File: src/rtl/snn_stim_seq.sv
// Stimulus sequencer for a small spiking network: plays STEP, BURST and RAND
// scenes on two spike inputs, separated by fixed idle gaps.
module snn_stim_seq #(
    parameter int CNT_W      = 16,
    parameter int GAP_CYCLES = 20
) (
    input  logic             clk,
    input  logic             rstn,
    input  logic             start,
    input  logic             abort,
    input  logic [CNT_W-1:0] step_len,
    input  logic [CNT_W-1:0] step_delay,
    input  logic [CNT_W-1:0] burst_len,
    input  logic [CNT_W-1:0] burst_period,
    input  logic [CNT_W-1:0] burst_on,
    input  logic [CNT_W-1:0] rand_len,
    input  logic [31:0]      rand_seed,
    input  logic [15:0]      thr0,
    input  logic [15:0]      thr1,
    output logic             in0_spike,
    output logic             in1_spike,
    output logic [2:0]       scene,
    output logic [CNT_W-1:0] scene_cycle,
    output logic             busy,
    output logic             done
);

    typedef enum logic [2:0] {
        S_IDLE  = 3'd0,
        S_STEP  = 3'd1,
        S_GAP   = 3'd2,
        S_BURST = 3'd3,
        S_RAND  = 3'd4
    } scene_e;

    typedef struct packed {
        logic [CNT_W-1:0] step_len;
        logic [CNT_W-1:0] step_delay;
        logic [CNT_W-1:0] burst_len;
        logic [CNT_W-1:0] burst_period;
        logic [CNT_W-1:0] burst_on;
        logic [CNT_W-1:0] rand_len;
        logic [31:0]      rand_seed;
        logic [15:0]      thr0;
        logic [15:0]      thr1;
    } cfg_t;

    localparam logic [CNT_W-1:0] CNT_ONE  = CNT_W'(1);
    localparam logic [CNT_W-1:0] GAP_LAST = CNT_W'(GAP_CYCLES - 1);

    scene_e           r_scene, r_last;
    scene_e           w_scene_nx;
    cfg_t             r_cfg;
    cfg_t             w_cfg_in, w_cfg;
    logic [CNT_W-1:0] r_cnt, w_cnt_nx, w_cur_len;
    logic [CNT_W-1:0] r_phase, w_phase_nx, r_half, w_half_nx;
    logic [CNT_W-1:0] w_p, w_h_raw, w_h;
    logic [31:0]      r_lcg, w_lcg_nx, w_lcg_src, w_a, w_b;
    logic             r_in0, r_in1, r_busy, r_done;
    logic             w_in0_nx, w_in1_nx, w_done_nx, w_start_ok, w_enter;

    assign w_cfg_in = '{step_len: step_len, step_delay: step_delay,
                        burst_len: burst_len, burst_period: burst_period,
                        burst_on: burst_on, rand_len: rand_len,
                        rand_seed: rand_seed, thr0: thr0, thr1: thr1};

    // While idle the live inputs decide the first scene; afterwards only the latched copy counts.
    assign w_cfg      = (r_scene == S_IDLE) ? w_cfg_in : r_cfg;
    assign w_start_ok = (r_scene == S_IDLE) && start && !abort;

    // First non-empty main scene strictly after 'after' (S_IDLE means from the top).
    function automatic scene_e next_main(input scene_e after, input cfg_t c);
        if (after == S_IDLE && c.step_len != '0)
            return S_STEP;
        if ((after == S_IDLE || after == S_STEP) && c.burst_len != '0)
            return S_BURST;
        if (after != S_RAND && c.rand_len != '0)
            return S_RAND;
        return S_IDLE;
    endfunction

    always_comb begin
        case (r_scene)
            S_STEP:  w_cur_len = r_cfg.step_len;
            S_BURST: w_cur_len = r_cfg.burst_len;
            S_RAND:  w_cur_len = r_cfg.rand_len;
            default: w_cur_len = CNT_ONE;
        endcase
    end

    // NOTE: every signal driven here gets a default first, so no path can infer a latch.
    always_comb begin
        w_scene_nx = r_scene;
        w_cnt_nx   = r_cnt + CNT_ONE;
        case (r_scene)
            S_IDLE: begin
                if (w_start_ok)
                    w_scene_nx = next_main(S_IDLE, w_cfg);
            end
            S_GAP: begin
                if (r_cnt == GAP_LAST)
                    w_scene_nx = next_main(r_last, w_cfg);
            end
            default: begin
                if (r_cnt == w_cur_len - CNT_ONE)
                    w_scene_nx = (GAP_CYCLES > 0) ? S_GAP : next_main(r_scene, w_cfg);
            end
        endcase
        if (abort && r_scene != S_IDLE)
            w_scene_nx = S_IDLE;

        w_enter = (w_scene_nx != r_scene);
        if (w_enter || w_scene_nx == S_IDLE)
            w_cnt_nx = '0;

        w_done_nx = (w_scene_nx == S_IDLE) &&
                    (w_start_ok || (r_scene != S_IDLE && !abort));
    end

    // Burst phase and half-period counters wrap instead of dividing.
    always_comb begin
        w_p        = (w_cfg.burst_period == '0) ? CNT_ONE : w_cfg.burst_period;
        w_h_raw    = w_p >> 1;
        w_h        = (w_h_raw == '0) ? CNT_ONE : w_h_raw;
        w_phase_nx = (w_enter || r_phase == w_p - CNT_ONE) ? '0 : r_phase + CNT_ONE;
        w_half_nx  = (w_enter || r_half == w_h - CNT_ONE) ? '0 : r_half + CNT_ONE;

        w_lcg_src = w_enter ? w_cfg.rand_seed : r_lcg;
        w_a       = 32'd1103515245 * w_lcg_src + 32'd12345;
        w_b       = 32'd1103515245 * w_a + 32'd6789;

        w_in0_nx = 1'b0;
        w_in1_nx = 1'b0;
        w_lcg_nx = r_lcg;
        case (w_scene_nx)
            S_STEP: w_in0_nx = (w_cnt_nx >= w_cfg.step_delay);
            S_BURST: begin
                w_in0_nx = (w_phase_nx < w_cfg.burst_on);
                w_in1_nx = (w_half_nx == '0);
            end
            S_RAND: begin
                w_in0_nx = (w_a[15:0] < w_cfg.thr0);
                w_in1_nx = (w_b[15:0] < w_cfg.thr1);
                w_lcg_nx = w_b;
            end
            default: ;
        endcase
    end

    // NOTE: reset is sampled on the clock edge only, matching the rest of the codebase.
    always_ff @(posedge clk) begin
        if (!rstn) begin
            r_scene <= S_IDLE;
            r_last  <= S_IDLE;
            r_cfg   <= '0;
            r_cnt   <= '0;
            r_phase <= '0;
            r_half  <= '0;
            r_lcg   <= '0;
            r_in0   <= 1'b0;
            r_in1   <= 1'b0;
            r_busy  <= 1'b0;
            r_done  <= 1'b0;
        end else begin
            // NOTE: state uses non-blocking assignments so all registers update from the same pre-edge values.
            r_scene <= w_scene_nx;
            r_cnt   <= w_cnt_nx;
            r_phase <= w_phase_nx;
            r_half  <= w_half_nx;
            r_lcg   <= w_lcg_nx;
            r_in0   <= w_in0_nx;
            r_in1   <= w_in1_nx;
            r_busy  <= (w_scene_nx != S_IDLE);
            r_done  <= w_done_nx;
            if (w_start_ok)
                r_cfg <= w_cfg_in;
            if (w_scene_nx inside {S_STEP, S_BURST, S_RAND})
                r_last <= w_scene_nx;
        end
    end

    assign scene       = r_scene;
    assign scene_cycle = r_cnt;
    assign in0_spike   = r_in0;
    assign in1_spike   = r_in1;
    assign busy        = r_busy;
    assign done        = r_done;

endmodule

File: config.mk
export PLATFORM = sky130hd
export DESIGN_NAME = snn_stim_seq
export DESIGN_NICKNAME = d
export VERILOG_FILES = /design/src/rtl/snn_stim_seq.sv
export SDC_FILE = /design/constraint.sdc
export NUM_CORES = 1
export LEC_CHECK = 0
export ABC_AREA = 1
export CAP_MARGIN = 20
export CORE_MARGIN = 4
export CORE_UTILIZATION = 53
export CTS_CLUSTER_DIAMETER = 30
export DETAILED_ROUTE_END_ITERATION = 12
export GPL_ROUTABILITY_DRIVEN = 1
export PLACE_DENSITY = 0.84
export SLEW_MARGIN = 20
export SYNTH_ARGS = -nofsm -noshare
export SYNTH_HDL_FRONTEND = slang
export SYNTH_SLANG_ARGS = --single-unit
File: constraint.sdc
create_clock -name clk -period 12.7 [get_ports clk]
set_clock_uncertainty 0.15 [all_clocks]
set_input_delay 1.905 -clock clk [delete_from_list [all_inputs] [get_ports clk]]
set_output_delay 1.905 -clock clk [all_outputs]
set_load 0.02 [all_outputs]
# ---- Word-level counts from Yosys, hierarchy flattened
# Index checks and enable logic that the tools add are counted.
dict set report totals {
  regBits 250
  inputBits 164
}
dict set report op_classes {
  addsub 8
  mul 2
  order_cmp 4
  n_eq_ne 14
  n_mux 51
  reduce_logical 26
}
# operator count
set op_table {}
lappend op_table {{160-bit 2-to-1 mux} 1}
lappend op_table {{31-bit by 32-bit multiplier with 32-bit output (first input constant)} 2}
lappend op_table {{16-bit 2-to-1 mux} 4}
lappend op_table {{16-bit by 1-bit adder with 16-bit output (second input constant)} 3}
lappend op_table {{16-bit == test} 3}
lappend op_table {{16-bit zero test} 3}
lappend op_table {{16-bit less-than comparator} 3}
lappend op_table {{3-bit 2-to-1 mux} 16}
lappend op_table {{16-bit case mux with 3 select lines} 1}
lappend op_table {{16-bit nonzero test} 3}
lappend op_table {{32-bit by 13-bit adder with 32-bit output (second input constant)} 1}
lappend op_table {{32-bit by 14-bit adder with 32-bit output (second input constant)} 1}
lappend op_table {{32-bit 2-to-1 mux} 1}
lappend op_table {{16-bit by 1-bit subtractor with 16-bit output (second input constant)} 2}
lappend op_table {{1-bit 2-to-1 mux} 24}
lappend op_table {{16-bit by 5-bit == test with 1-bit output (second input constant)} 1}
lappend op_table {{16-bit >= comparator} 1}
lappend op_table {{15-bit by 1-bit subtractor with 16-bit output (second input constant)} 1}
lappend op_table {{15-bit 2-to-1 mux} 1}
lappend op_table {{3-bit by 1-bit == test with 1-bit output (second input constant)} 3}
lappend op_table {{3-bit by 2-bit == test with 1-bit output (second input constant)} 3}
lappend op_table {{3-bit zero test} 3}
lappend op_table {{3-bit nonzero test} 3}
lappend op_table {{1-bit logical AND} 8}
lappend op_table {{8 further kinds} 13}

# ---- Depth between registers and ports, before layout
# Gate-level depths: netlist of the first run.
dict set report depth {
  depth_word 28
  depth_mapped 80
}

# ---- Least setup slack after synthesis of the first run
# No wires, ideal clock.
dict set report synth_path {
  kind {input to register}
  from {input step_len[4]}
  to {register r_in1, in the netlist in1_spike}
  t_arrival_ps 13660
  required_ps 12479
  setup_slack_ps -1181
  cell_stages 62
  n_path_buf 2
  path_cell_list {nor4_1 and2_0 nand4_1 nand2_1 inv_1 a21oi_1 o21ai_0 a21boi_0 nand2_2 nand2_2 nand2_4 nor2_8 nand2_4 buf_6 clkbuf_1 o211ai_1 o21ai_0 ha_1 [26 not listed] fa_1 inv_1 ha_1 inv_1 o21bai_1 a21oi_1 nor2_1 nor2_1 xnor2_1 xor2_1 nand3_1 and2_1 ha_1 a21oi_1 o221ai_1 nor2_1 nand2_1 a21oi_1}
}
dict set report synth_between {
  elab_chain_cells 18
  elab_cells_between_ends 28
  cone_classes {add/sub (2); mul (2); order compare (1); eq/ne (3); mux (16); reduce/logical (4)}
}
# item line
set synth_rtl {}
lappend synth_rtl {{start, declared} 11} ;# input logic [CNT_W-1:0] step_len,
lappend synth_rtl {{160-bit 2-to-1 mux *} 68} ;# assign w_cfg = (r_scene == S_IDLE) ? w_cfg_in : r_cfg;
lappend synth_rtl {{16-bit nonzero test *} 73} ;# if (after == S_IDLE && c.step_len != '0)
lappend synth_rtl {{1-bit logical AND} 73}
lappend synth_rtl {{1-bit 2-to-1 mux} 73}
lappend synth_rtl {{1-bit 2-to-1 mux} 101} ;# if (r_cnt == GAP_LAST)
lappend synth_rtl {{1-bit 2-to-1 mux} 95} ;# case (r_scene)
lappend synth_rtl {{3-bit 2-to-1 mux} 75} ;# if ((after == S_IDLE || after == S_STEP) && c.burst_len != '0)
lappend synth_rtl {{3-bit 2-to-1 mux} 101}
lappend synth_rtl {{[3 not listed]} --}
lappend synth_rtl {{32-bit 2-to-1 mux *} 128} ;# w_lcg_src = w_enter ? w_cfg.rand_seed : r_lcg;
lappend synth_rtl {{31-bit by 32-bit multiplier with 32-bit output *} 129} ;# w_a = 32'd1103515245 * w_lcg_src + 32'd12345;
lappend synth_rtl {{32-bit by 14-bit adder with 32-bit output *} 129}
lappend synth_rtl {{31-bit by 32-bit multiplier with 32-bit output *} 130} ;# w_b = 32'd1103515245 * w_a + 32'd6789;
lappend synth_rtl {{32-bit by 13-bit adder with 32-bit output *} 130}
lappend synth_rtl {{named net w_b[15]} 58} ;# logic [31:0] r_lcg, w_lcg_nx, w_lcg_src, w_a, w_b;
lappend synth_rtl {{16-bit less-than comparator *} 143} ;# w_in1_nx = (w_b[15:0] < w_cfg.thr1);
lappend synth_rtl {{1-bit case mux with 2 select lines *} 135} ;# case (w_scene_nx)
lappend synth_rtl {{end signal, assigned} 172} ;# r_in1 <= w_in1_nx;
lappend synth_rtl {{end, declared} 59} ;# logic r_in0, r_in1, r_busy, r_done;
# Mark *: on every way through the listed nets, which the timed path passes. The rest lies on a longest branch. The select of a mux whose other input is x is not followed.
# A chain may end at the register's enable or synchronous reset.

# ---- Worst setup path after layout of the first run
dict set report layout_path {
  from {input step_len[13]}
  to {register r_in1, in the netlist in1_spike}
}
# The elaborated chain is that of the path after synthesis.

==> results of run 1 <==
## routing by layer
metal  global-route usage (%)  share of wire, %
met5                        0                 0
met4                    13.89               6.3
met3                    4.980               7.6
met2                    53.88                48
met1                    35.65                38
## worst max-delay path: cells and delay by family
| kind | cells | cell delay (ns) |
|---|---|---|
| AO/OA/AOI/OAI | 7 | 1.19 |
| XOR/XNOR | 4 | 0.92 |
| adder cells (fa/ha/maj) | 17 | 6.13 |
| buffers and inverters | 15 | 1.22 |
| AND/OR/NAND/NOR | 23 | 2.91 |
## flip-flops by register name, summed over array words and instances (netlist names)
name         cells
busy             1
done             1
in0_spike        1
in1_spike        1
r_cfg          144
r_half          16
r_last           3
r_lcg           16
r_phase         16
scene            3
scene_cycle     16
## what timing repair did
item                       in CTS  in global routing
resized for setup             183                 79
pin swaps                      99                 87
setup endpoints to repair       5                  5
gates cloned                    1                  1
buffers inserted               20                 13
## cells by family (layout without fill, tap and decap cells)
kind of cell / count (synthesis) / count (layout) / synth area share (%)
AND/OR/NAND/NOR: 998 / 999 / 24.51
adder cells (fa/ha/maj): 293 / 293 / 22.64
AO/OA/AOI/OAI: 436 / 436 / 12.59
flip-flops: 218 / 218 / 23.24
multiplexers: 15 / 15 / 0.7996
other: 0 / 1 / 0
buffers and inverters: 512 / 911 / 10.91
XOR/XNOR: 112 / 112 / 5.298
## worst paths after layout
path	endpoint	start	slack [ns]	depth (start not counted)
setup / recovery	in1_spike$_SDFF_PN0_	step_len[13]	-1.34	66
hold / removal	r_cfg[84]$_SDFFE_PN0P_	r_cfg[84]$_SDFFE_PN0P_	0.30	2
setup reg to reg	in1_spike$_SDFF_PN0_	scene[0]$_SDFF_PN0_	-0.95	73
hold reg to reg	r_cfg[84]$_SDFFE_PN0P_	r_cfg[84]$_SDFFE_PN0P_	0.30	2
## through the flow
stage	setup TNS [ns]	hold WS [ns]	util, %
final	-2.136	0.3014	72.78
after global placement	-4.133	0.2865	64.19
after CTS	-0.6299	0.3027	71.22
after detailed placement	-5.539	0.2926	64.19
after floorplan	-0.5133	0.2673	-
after global routing	-3.422	0.3211	72.78
## synth_stat cells (4+ instances only)
cell type | instances | area share (%)
nor2_1 | 286 | 5.7
nand2_2 | 26 | 0.87
clkbuf_1 | 78 | 1.6
mux2i_1 | 15 | 0.80
nand2_1 | 382 | 7.6
nor4_1 | 35 | 1.2
nand3b_1 | 7 | 0.28
o211ai_1 | 11 | 0.44
nor2_4 | 11 | 0.66
ha_1 | 215 | 14
nand3_2 | 10 | 0.53
nand3_1 | 106 | 2.8
nor2_2 | 13 | 0.43
o21bai_1 | 8 | 0.32
nand4_1 | 44 | 1.5
a21oi_1 | 129 | 3.4
o21ai_1 | 4 | 0.11
inv_1 | 402 | 8.0
and2_1 | 5 | 0.17
o21ai_2 | 11 | 0.51
nor3_1 | 51 | 1.4
fa_1 | 78 | 8.3
o21ai_0 | 241 | 6.4
buf_6 | 14 | 0.84
a211oi_1 | 9 | 0.36
xor2_1 | 77 | 3.6
inv_2 | 11 | 0.22
xnor2_1 | 34 | 1.6
dfxtp_1 | 218 | 23
## area by class of cell
class                           count  area, sq um
Multi-Input combinational cell   1855        13380
Fill cell                        2448         9450
Sequential cell                   218         4364
Timing Repair Buffer              394         3382
Inverter                          415         1573
Clock buffer                       63         1466
Tap cell                          455        569.3
Clock inverter                     39        526.8
Antenna cell                        1        2.502
==> metrics.log, run 1 <==
[metrics] number of buffers added on ports: 170
[metrics] maximum number of pins on one net before global-route repair: 145
[metrics] post-synthesis net count: 3041
[metrics] # rows: between 60 and 70
[metrics] CP Class: in -> reg
[metrics] Crit Path Max Fanout: 7
[metrics] clk root buf: clkbuf_16
[metrics] worst-skew pair later-pin latency: between 0.6 and 0.7 ns
[metrics] count of state elements after synthesis: between 200 and 250
[metrics] DP Area: approximately 22000 sq um
[metrics] Residual DRC: 0
[metrics] violations in the final reports: negative setup slack
[metrics] routability congestion estimate: ~1.0
[metrics] routed length per instance: between 15 and 20 microns
[metrics] number of vias per cell after detailed routing: between 5 and 6
[metrics] critical-path cell with the highest stage delay: fa_1
[metrics] total setup violations reported at the end of the flow: 4
[metrics] antenna violations before repair: 1
[metrics] iteration count of the initial detailed-routing pass: 9
[metrics] RSZ-0062 raised after global routing: yes
[metrics] min-delay worst type: reg -> reg
[metrics] die area: between 30000 and 40000 sq um
[metrics] clock slew at reported path FFs: 0.05 ns
[metrics] leading cell type in the layout, fill and taps excluded: inv_1
[metrics] result of the run: finished with violations
[metrics] nets: ~3.4k
[metrics] number of placed instances with taps included: between 3k and 4k
[metrics] Highest Clock Rate: slightly above 70 MHz
[metrics] yosys warns: 0
[metrics] worst-case setup slack after placement: -1.924 ns
[metrics] total vias in the final route: around 20k
[metrics] Starting DRT DRC Count: around 1.9k
[metrics] number of synthesized flops with an enable pin: 0
[metrics] Rel. slew slack: between 30% and 40%
[metrics] Hold Fails Final Rpt: 0
[metrics] transition time at the pin with the least slew margin: a little over 0.9 ns
[metrics] share of post-route cells with drive strength above 1: around a fifth
[metrics] gate count after technology mapping: 2584
[metrics] fraction of the yosys area taken by sequential cells: 23.24%
[metrics] final cell count without fillers: approximately 3.4k
[metrics] endpoint required time on the critical path: 13.01 ns
[metrics] Async SR Flop Fraction: 0%
[metrics] global-route total usage across every layer: a little over 30%
[metrics] die outline height: 196.2 microns
[metrics] netlist area before placement: about 19000 sq um
[metrics] TritonCTS Buffers: between 50 and 60
[metrics] quantity of hold-fixing buffers added after cts: 0
[metrics] highest-count cells in the layout ignoring fill and taps: inv_1 (371), nand2_1 (370), nor2_1 (279)
[metrics] post-synth cell types: approximately 60
[metrics] Area Overhead vs Synth: 34.54%
[metrics] initial cell density of the core: a little over half
[metrics] CTS H-tree lvls: 2
[metrics] final critical-path required period: around 14 ns
[metrics] largest stage delay on the critical path: 0.57 ns
[metrics] floorplan die width: between 150 and 200 microns
[metrics] crit end category: flip-flop
[metrics] CORE AREA: 34710 sq um
[metrics] worst path setup slack after routing: -1.343 ns
[metrics] arrival time of the worst setup path: 14.35 ns
[metrics] total half-perimeter wirelength after legalization and detailed placement: roughly 44 mm
[metrics] Mean Syn Cell Area: ~7.3 sq um
[metrics] CTS tree: yes
[metrics] Detailed Route WL: roughly 65 mm
[metrics] vias in the first global route: just under 20k
[metrics] total grt overflow: 0
[metrics] CP Launch Type: input port
[metrics] worst-case clock buffer depth: 3
[metrics] area of all placed cells without fillers: 25260 sq um
[metrics] final number of max-transition violations: 0
[metrics] number of nets with antenna violations after routing: 0
[metrics] ports placed on the boundary: about 190
[metrics] primary flip-flop cell chosen by synthesis mapping: dfxtp_1
[metrics] TritonCTS sink count: around 220
[metrics] max-cap violations: 0
[metrics] crit share post-route: 110.6%
[metrics] wire length of the first global-routing pass: 95.05 mm
Power of run 1 is not shown: default switching activity piles up to over one toggle a cycle in this logic, so the estimate is an artifact.
==> inputs of run 2 (changes only) <==
--- a/config.mk
+++ b/config.mk
@@ -6,8 +6,6 @@
 export NUM_CORES = 1
 export LEC_CHECK = 0
 export ABC_AREA = 1
-export CAP_MARGIN = 20
-export CORE_MARGIN = 4
 export CORE_UTILIZATION = 53
 export CTS_CLUSTER_DIAMETER = 30
 export DETAILED_ROUTE_END_ITERATION = 12
==> run 2 against run 1 <==
  * The run still ends with negative setup slack left
  * Via count fell by 0.36%
  * Setup slack improved by 0.14 ns
  * Final cell count barely moved
  * Routed wire length fell by 0.80%
==> metrics.log, run 2 (synthesized netlist as in run 1, its figures left out) <==
[metrics] crit end category: flip-flop (unchanged)
[metrics] R2R Path End: in1_spike$_SDFF_PN0_ (unchanged)
[metrics] CORE AREA: 34710 sq um (unchanged)
[metrics] CP Launch Type: input port (unchanged)
[metrics] CTS tree: yes (unchanged)
[metrics] CP Class: in -> reg (unchanged)
[metrics] RSZ-0062 raised after global routing: yes (unchanged)
[metrics] iteration count of the initial detailed-routing pass: 6 (was 9)
[metrics] antenna violations before repair: 0 (was 1)
[metrics] total vias in the final route: 19.47k (was 19.54k)
[metrics] nets: 3394 (was 3396)
[metrics] Worst Hold Margin: 0.2970 ns (was 0.3014 ns)
[metrics] Rel. slew slack: 31.96% (was 38.41%)
[metrics] quantity of hold-fixing buffers added after cts: 0 (unchanged)
[metrics] number of vias per cell after detailed routing: 5.661 (was 5.680)
[metrics] register area: 4364 sq um (unchanged)
[metrics] most prevalent standard cell on the critical path: ha_4
[metrics] RR Startpoint: scene[0]$_SDFF_PN0_ (unchanged)
[metrics] clock slew at reported path FFs: 0.05 ns (about the same)
[metrics] leading cell type in the layout, fill and taps excluded: nand2_1 (was inv_1)
[metrics] Crit Path Max Fanout: 7 (unchanged)
[metrics] final number of max-transition violations: 0 (unchanged)
[metrics] number of placed instances with taps included: 3307 (was 3304)
[metrics] die outline height: 190.2 microns (was 196.2 microns)
[metrics] Starting DRT DRC Count: 1389 (was 1909)
[metrics] largest stage delay on the critical path: 0.62 ns (was 0.57 ns)
[metrics] TritonCTS sink count: 218 (unchanged)
[metrics] violations in the final reports: negative setup slack (unchanged)
[metrics] initial cell density of the core: 54.09% (unchanged)
[metrics] crit share post-route: 109.5% (was 110.6%)
[metrics] TritonCTS Buffers: 56 (was 55)
[metrics] CTS H-tree lvls: 2 (unchanged)
[metrics] maximum number of pins on one net before global-route repair: 113 (was 145)
[metrics] final critical-path required period: 13.91 ns (was 14.04 ns)
[metrics] clk root buf: clkbuf_16 (unchanged)
[metrics] Highest Clock Rate: 71.91 MHz (was 71.21 MHz)
[metrics] startpoint of the lowest-slack hold path: r_cfg[88]$_SDFFE_PN0P_ (was r_cfg[84]$_SDFFE_PN0P_)
[metrics] accumulated negative setup slack: -1.702 ns (was -2.136 ns)
[metrics] Residual DRC: 0 (unchanged)
[metrics] # rows: 68 (unchanged)
[metrics] final cell count without fillers: 3439 (was 3440)
[metrics] Hold Fails Final Rpt: 0 (unchanged)
[metrics] Area Overhead vs Synth: 35.26% (was 34.54%)
[metrics] cell depth of the worst flop-to-flop path: 69 (was 73)
[metrics] total grt overflow: 0 (unchanged)
[metrics] Detailed Route WL: 64.00 mm (was 64.52 mm)
[metrics] flip-flop count of the largest register, all copies and words added: 144 (unchanged)
[metrics] number of antenna cells inserted: 0 (was 1)
[metrics] ports placed on the boundary: 187 (unchanged)
[metrics] endpoint required time on the critical path: 13.00 ns (was 13.01 ns)
[metrics] # fillers: 2421 (was 2448)
[metrics] routed length per instance: 18.61 microns (was 18.76 microns)
[metrics] routed metal-1 wire length: 24.38 mm (was 24.29 mm)
[metrics] footprint of the multi-input gates: 13420 sq um (was 13380 sq um)
[metrics] total half-perimeter wirelength after legalization and detailed placement: 44.09 mm (was 43.57 mm)
[metrics] Worst Hold Depth: 2 (unchanged)
[metrics] combined buffer and inverter count along the critical path: 15 (unchanged)
[metrics] total setup violations reported at the end of the flow: 3 (was 4)
[metrics] die area: 36180 sq um (was 38500 sq um)
[metrics] routability congestion estimate: 0.9699 (was 0.9957)
[metrics] arrival time of the worst setup path: 14.21 ns (was 14.35 ns)
[metrics] wire length of the first global-routing pass: 94.97 mm (was 95.05 mm)
[metrics] worst-skew pair later-pin latency: 0.61 ns (about the same)
[metrics] CP Depth: 62 (was 66)
[metrics] max-cap violations: 0 (unchanged)
[metrics] share of post-route cells with drive strength above 1: 19.50% (was 19.60%)
[metrics] worst-case setup slack after placement: -1.884 ns (was -1.924 ns)
[metrics] critical-path cell with the highest stage delay: fa_1 (unchanged)
[metrics] register ranked first by flip-flop count: r_cfg (unchanged)
[metrics] result of the run: finished with violations (unchanged)
[metrics] min-delay worst type: reg -> reg (unchanged)
[metrics] worst min-delay path endpoint: r_cfg[88]$_SDFFE_PN0P_ (was r_cfg[84]$_SDFFE_PN0P_)
[metrics] CP delay by family, top: adder cells (unchanged)
[metrics] worst path setup slack after routing: -1.206 ns (was -1.343 ns)
[metrics] routed length on met2: 31.40 mm (was 31.28 mm)
[metrics] floorplan die width: 190.2 microns (was 196.2 microns)
[metrics] WL met3: 4.408 mm (was 4.906 mm)
[metrics] global-route total usage across every layer: 33.20% (was 30.27%)
[metrics] worst-case clock buffer depth: 3 (unchanged)
[metrics] transition time at the pin with the least slew margin: 1.021 ns (was 0.9239 ns)
[metrics] worst-case register-to-register setup slack: -0.93 ns (was -0.95 ns)
[metrics] highest-count cells in the layout ignoring fill and taps: nand2_1 (371), inv_1 (369), nor2_1 (283) (was inv_1 (371), nand2_1 (370), nor2_1 (279))
[metrics] vias in the first global route: 19.06k (was 19.23k)
[metrics] number of nets with antenna violations after routing: 0 (unchanged)
[metrics] number of buffers added on ports: 170 (unchanged)
[metrics] highest layer used for signal routing: met4 (unchanged)
==> run 2: timing repair <==
action	CTS	global route
gates cloned	1	0
endpoints found under the setup margin	4	6
buffers inserted	13	15
hold endpoints to repair	0	0
resized for setup	137	90
pin swaps	81	70
==> run 2: metrics by stage <==
step	util [%]	cell area, sq um
floorplan	-	19050
global placement	64.32	22330
detailed placement	64.32	22330
CTS	71.35	24770
global route	73.17	25400
finish	73.17	25400
==> run 2: worst max-delay path by stage <==
stage	from	end	slack [ns]
detailed placement	burst_len[11]	in1_spike$_SDFF_PN0_	-1.88
CTS	burst_len[14]	in1_spike$_SDFF_PN0_	-0.75
global placement	burst_len[11]	in1_spike$_SDFF_PN0_	-1.51
global route	burst_len[12]	in1_spike$_SDFF_PN0_	-1.55
finish	rand_len[9]	in1_spike$_SDFF_PN0_	-1.21
floorplan	burst_len[11]	in1_spike$_SDFF_PN0_	-0.51
==> run 2: worst register-to-register path: cells and delay by family (launching register included) <==
kind	cells	cell delay [ns]
buffers and inverters	13	0.93
DFF	1	0.34
adders and majority gates	20	7.45
and+or+nand+nor	29	3.28
xor gates and xnor gates	2	0.41
AOI/OAI and AO/OA	5	0.89
==> run 2: area by class of cell <==
type | count | area share (%)
Multi-Input combinational cell | 1855 | 52.83
Sequential cell | 218 | 17.18
Timing Repair Buffer | 391 | 13.16
Inverter | 415 | 6.217
Clock buffer | 63 | 5.823
Clock inverter | 42 | 2.542
Tap cell | 455 | 2.241
==> run 2: metal layers <==
metal,GRT usage [%],vias to the layer above
li1,-,9117
met4,17.60,0
met2,58.27,901
met1,38.12,9173
met5,0,-
met3,6.331,276
Power of run 2 is left out for the same reason.
==> patch 1: new RTL, flow settings as in run 1 <==
Make the reset (`rstn`) asynchronous in one clocked block.
--- a/src/rtl/snn_stim_seq.sv
+++ b/src/rtl/snn_stim_seq.sv
@@ -148,7 +148,7 @@
     end
 
     // NOTE: reset is sampled on the clock edge only, matching the rest of the codebase.
-    always_ff @(posedge clk) begin
+    always_ff @(posedge clk or negedge rstn) begin
         if (!rstn) begin
             r_scene <= S_IDLE;
             r_last  <= S_IDLE;
Function: changed (a bounded check fails within 4 cycles, from zero or initial values and one cycle with rstn low; the reset may be asserted at any time).
==> patch 1 against run 1 <==
  * The flow still finishes with violations (setup timing)
  * First-iteration DRC count is 3.6% lower
  * Synthesized area increased by 1.7%
  * Routed wire length hardly changed
  * Sequential cell count stayed put
  * Worst setup slack better by 0.38 ns
  * Global-route usage shrank 1.1 points
  * Final area grew 2.4%
  * Synthesized cell count is 3.1% lower
  * Critical path type unchanged
  * Critical endpoint is now in1_spike$_DFF_PN0_
Power is left out: the tool's default activity adds up to more than one toggle a clock period on the data nets, which glitch-free logic cannot reach.
==> patch 1: results (changes against run 1) <==
stage,metric,value,unit,change
logic_synthesis,post-synth cell types,48,,was 61
place,hpwl dp,43000,µm,was 43600 µm
logic_synthesis,Commonest cells post-synth,"595 x nand2_1, 425 x inv_1, 228 x o21ai_0",,"was 402 x inv_1, 382 x nand2_1, 286 x nor2_1"
grt,initial antenna violation count,2,,was 1
layout,Top reg by flops,r_cfg,,unchanged
cts,clock transition at the registers of the reported paths,0.05,ns,about the same
setup_path,crit path DAT,13.98,ns,was 14.35 ns
logic_synthesis,syn_nets,2960,,was 3041
timing,final setup fails,2,,was 4
cts,total CTS buffers,50,,was 55
place,routability cong.,0.952,,was 0.996
place,Cells after DPL,3269,,was 3304
setup_path,critical path's largest stage delay,0.65,ns,was 0.57 ns
timing,Worst-Margin Slew,1.02,ns,was 0.924 ns
status,failing checks,setup timing,,unchanged
layout,max reg flops,144,,unchanged
cts,Clock Tree Root,clkbuf_16,,unchanged
route,DR pass1 iterations,7,,was 9
setup_path,reg2reg path depth,68,,was 73
logic_synthesis,register area share after synthesis,28.6,%,was 23.2%
run,Max-Cap Viols,0,,unchanged
cts,worst skew pair latency,0.58,ns,was 0.61 ns
setup_path,CP Max Fanout,8,,was 7
cts,Clock Tree Buf Depth,3,,unchanged
setup_path,Crit-path slowest cell,fa_2,,was fa_1
min_path,Hold Crit Depth,2,,unchanged
logic_synthesis,"Warnings, synthesis",0,,unchanged
logic_synthesis,"Top FF cell, synth",dfrtp_1,,was dfxtp_1
min_path,type of the worst min-delay path,reg -> reg,,unchanged
layout,Filler cells,2412,,was 2448
place,PortBufs,170,,unchanged
logic_synthesis,leading post-synthesis cells by cell area,"dfrtp_1 29%, ha_1 14%, nand2_1 12%",,"was dfxtp_1 23%, ha_1 14%, fa_1 8.3%"
timing,fin worst setup slack,-0.967,ns,was -1.34 ns
status,status,"finished, violations left",,unchanged
grt,largest net degree at the start of global routing,123,,was 145
grt,All-Layer GR Usage,29.2,%,was 30.3%
logic_synthesis,Async SR Flop Fraction,100,%,was 0%
cts,# H-tree levels,2,,unchanged
layout,layout cells sized above 1,20.2,%,was 19.6%
route,DR WL/cell,18.9,µm,was 18.8 µm
grt,first-pass GRT wire length,93000,µm,was 95100 µm
route,Vias per Instance,5.68,,about the same
grt,vias in the first global route,19100,,was 19200
route,iteration-0 DRC count of the detailed router,1840,,was 1909
logic_synthesis,Mean Syn Cell Area,7.63,µm²,was 7.27 µm²
place,area post-placement,22800,µm²,was 22300 µm²
layout,fin cells,3411,,was 3440
route,# DRC,0,,unchanged
-- patch 1: final timing paths --
kind                                  startpoint                endpoint  slack, ns
max                                  step_len[3]     in1_spike$_DFF_PN0_      -0.97
min                        r_cfg[38]$_DFFE_PN0P_   r_cfg[38]$_DFFE_PN0P_       0.32
min reg2reg                r_cfg[38]$_DFFE_PN0P_   r_cfg[38]$_DFFE_PN0P_       0.32
min in group asynchronous                   rstn  r_cfg[106]$_DFFE_PN0P_       1.16
max reg2reg                   scene[0]$_DFF_PN0_     in1_spike$_DFF_PN0_      -0.89
max in group asynchronous                   rstn  r_cfg[129]$_DFFE_PN0P_       9.07
-- patch 1: area by class of cell --
cell class / instances / area (µm²) / share of cell area (%)
flip-flops and latches: 218 / 5460 / 21.1
well taps: 461 / 577 / 2.23
clock buffers: 63 / 1360 / 5.26
repair buffers: 429 / 3830 / 14.8
diodes: 2 / 5.00 / 0.0194
inverters: 436 / 1650 / 6.38
multi-input cells: 1774 / 12600 / 48.9
clock inverters: 28 / 329 / 1.27
-- patch 1: critical path, delay by kind of cell --
kind / cells / cell delay, ns
adder cells (fa/ha/maj): 19 / 7.40
AND/OR/NAND/NOR: 21 / 2.22
buffers and inverters: 16 / 1.09
AO/OA/AOI/OAI: 5 / 0.73
XOR/XNOR: 3 / 0.63
-- patch 1: kinds of logic (layout without fill, tap and decap cells) --
group / Yosys count / after routing / share of synthesized area, %
xor gates and xnor gates: 118 / 118 / 5.41
adders and majority gates: 293 / 293 / 22.3
buffers and inverters: 512 / 956 / 10.5
AOI/OAI and AO/OA: 339 / 339 / 9.61
other: 0 / 2 / 0
DFF: 218 / 218 / 28.6
and+or+nand+nor: 1023 / 1024 / 23.6
-- patch 1: what timing repair did --
action,4_1_cts,5_1_grt
buffers inserted,16,31
gates cloned,1,1
resized for setup,55,187
endpoints found under the setup margin,3,5
pin swaps,22,100
-- patch 1: layer usage --
layer / global-route usage [%] / vias up / wire, µm
met5: 0 / - / 0
met2: 49.1 / 1038 / 30100
met4: 15.8 / 0 / 4830
met3: 4.93 / 323 / 5390
li1: - / 8819 / -
met1: 35.9 / 9195 / 24200
-- patch 1: per-stage QoR --
stage | worst slack, ns | TNS (ns) | hold slack (ns) | util (%)
6_report | -0.967 | -1.89 | 0.316 | 72.7
5_1_grt | -1.34 | -3.14 | 0.330 | 72.7
4_1_cts | -0.683 | -0.743 | 0.318 | 70.3
3_5_place_dp | -1.71 | -4.29 | 0.305 | 64.2
3_3_place_gp | -1.50 | -3.06 | 0.296 | 64.2
2_1_floorplan | -0.164 | -0.164 | 0.284 | -
==> patch 2: new RTL, flow settings as in run 1 <==
Made on the original files. `CNT_W`: 16 -> 18.
--- a/src/rtl/snn_stim_seq.sv
+++ b/src/rtl/snn_stim_seq.sv
@@ -1,7 +1,7 @@
 // Stimulus sequencer for a small spiking network: plays STEP, BURST and RAND
 // scenes on two spike inputs, separated by fixed idle gaps.
 module snn_stim_seq #(
-    parameter int CNT_W      = 16,
+    parameter int CNT_W      = 18,
     parameter int GAP_CYCLES = 20
 ) (
     input  logic             clk,
Ports: changed (7 resized); port bits go from 187 to 201. No check against the original RTL was run, so the function may have changed too.
==> patch 2 against run 1 <==
  * The flow still finishes with violations (setup timing)
  * Final area increased by 8.7%
  * Critical endpoint unchanged
  * Maximum frequency is 0.30% higher
  * Sequential share of layout area down 0.068 points
  * Routed wire length rose by 10%
  * Sequential cell count rose by 18
  * Synthesized area is 5.6% higher
  * Worst hold slack worse by 0.0032 ns
  * Worst setup slack improved by 0.042 ns
Power is left out: the tool's default activity adds up to more than one toggle a clock period on the data nets, which glitch-free logic cannot reach.
==> patch 2: results (changes against run 1) <==
stage,metric,value,unit,change
layout,max reg flops,156,,was 144
setup_path,reg2reg path depth,76,,was 73
timing,fin worst setup slack,-1.30,ns,was -1.34 ns
place,hpwl dp,46700,µm,was 43600 µm
grt,first-pass GRT wire length,103000,µm,was 95100 µm
logic_synthesis,syn_nets,3255,,was 3041
setup_path,crit path DAT,14.39,ns,was 14.35 ns
route,iteration-0 DRC count of the detailed router,1851,,was 1909
grt,met1 capacity usage during global routing,38.4,%,was 35.6%
route,DR WL/cell,19.0,µm,was 18.8 µm
cts,worst skew pair latency,0.62,ns,
layout,# diodes,0,,was 1
grt,largest net degree at the start of global routing,118,,was 145
place,PortBufs,184,,was 170
cts,total CTS buffers,60,,was 55
timing,setup tns final,-2.46,ns,was -2.14 ns
logic_synthesis,Commonest cells post-synth,"410 x inv_1, 404 x nand2_1, 360 x nor2_1",,"was 402 x inv_1, 382 x nand2_1, 286 x nor2_1"
layout,nets,3698,,was 3396
grt,met3 GRT Util,4.79,%,was 4.98%
logic_synthesis,leading post-synthesis cells by cell area,"dfxtp_1 24%, ha_1 14%, inv_1 7.8%",,"was dfxtp_1 23%, ha_1 14%, fa_1 8.3%"
status,failing checks,setup timing,,unchanged
setup_path,CP Max Fanout,8,,was 7
grt,GR Layer Usage met2,52.1,%,was 53.9%
place,routability cong.,0.962,,was 0.996
grt,initial antenna violation count,0,,was 1
timing,final setup fails,4,,unchanged
route,Vias,21300,,was 19500
layout,Top reg by flops,r_cfg,,unchanged
grt,All-Layer GR Usage,30.8,%,was 30.3%
layout,layout cells sized above 1,21.2,%,was 19.6%
status,status,"finished, violations left",,unchanged
logic_synthesis,register area share after synthesis,23.8,%,was 23.2%
logic_synthesis,post-synth cell types,54,,was 61
timing,Worst-Margin Slew,1.10,ns,was 0.924 ns
route,DR pass1 iterations,6,,was 9
logic_synthesis,"Warnings, synthesis",0,,unchanged
grt,vias in the first global route,20600,,was 19200
-- patch 2: path summary, 6_finish.rpt --
path	startpoint	to	slack (ns)
worst max-delay path	step_len[6]	in1_spike$_SDFF_PN0_	-1.30
worst min-delay path	r_cfg[109]$_SDFFE_PN0P_	r_cfg[109]$_SDFFE_PN0P_	0.30
worst max register to register	scene[0]$_SDFF_PN0_	in1_spike$_SDFF_PN0_	-1.09
worst min register to register	r_cfg[109]$_SDFFE_PN0P_	r_cfg[109]$_SDFFE_PN0P_	0.30
-- patch 2: layout make-up --
type / instances / area (µm²)
clock inverter: 41 / 587
timing repair buffer: 487 / 4160
clock buffer: 71 / 1610
fill: 2538 / 9310
tap: 468 / 586
inverter: 425 / 1610
sequential: 236 / 4730
multi-input combinational: 2015 / 14200
-- patch 2: critical path, delay by kind of cell --
family | cells | cell delay (ns)
buffers and inverters | 15 | 1.34
AO/OA/AOI/OAI | 13 | 1.77
adder cells (fa/ha/maj) | 15 | 5.83
AND/OR/NAND/NOR | 20 | 2.36
XOR/XNOR | 5 | 1.16
-- patch 2: metal layers --
metal | wire [µm] | vias up
li1 | - | 9942
met1 | 27600 | 9931
met2 | 32800 | 1102
met3 | 5510 | 360
met4 | 5080 | 0
met5 | 0 | -
-- patch 2: per-stage QoR --
stage / std cells / utilization [%] / setup slack [ns] / cell area, µm²
3_5_place_dp: 3578 / 64.8 / -2.05 / 23800
6_report: 3743 / 74.7 / -1.30 / 27500
5_1_grt: 3743 / 74.7 / -1.65 / 27500
2_1_floorplan: 2782 / - / -0.641 / 20000
3_3_place_gp: 3578 / 64.8 / -1.79 / 23800
4_1_cts: 3728 / 73.0 / -0.702 / 26800
-- patch 2: kinds of logic (layout without fill, tap and decap cells) --
| kind of cell | count (synthesis) | in the layout | synth area share (%) |
|---|---|---|---|
| fa+ha+maj | 297 | 297 | 21.6 |
| xor+xnor | 132 | 132 | 6.00 |
| flops | 236 | 236 | 23.8 |
| simple gates | 1085 | 1086 | 24.0 |
| compound gates | 483 | 483 | 13.1 |
| buf+inv | 532 | 1024 | 10.6 |
| mux | 17 | 17 | 0.858 |
-- patch 2: repair_timing --
action,CTS,global route
cloned,1,0
endpoints found under the setup margin,5,6
setup buffers,38,22
pin swaps,82,145
gates resized for setup,197,141
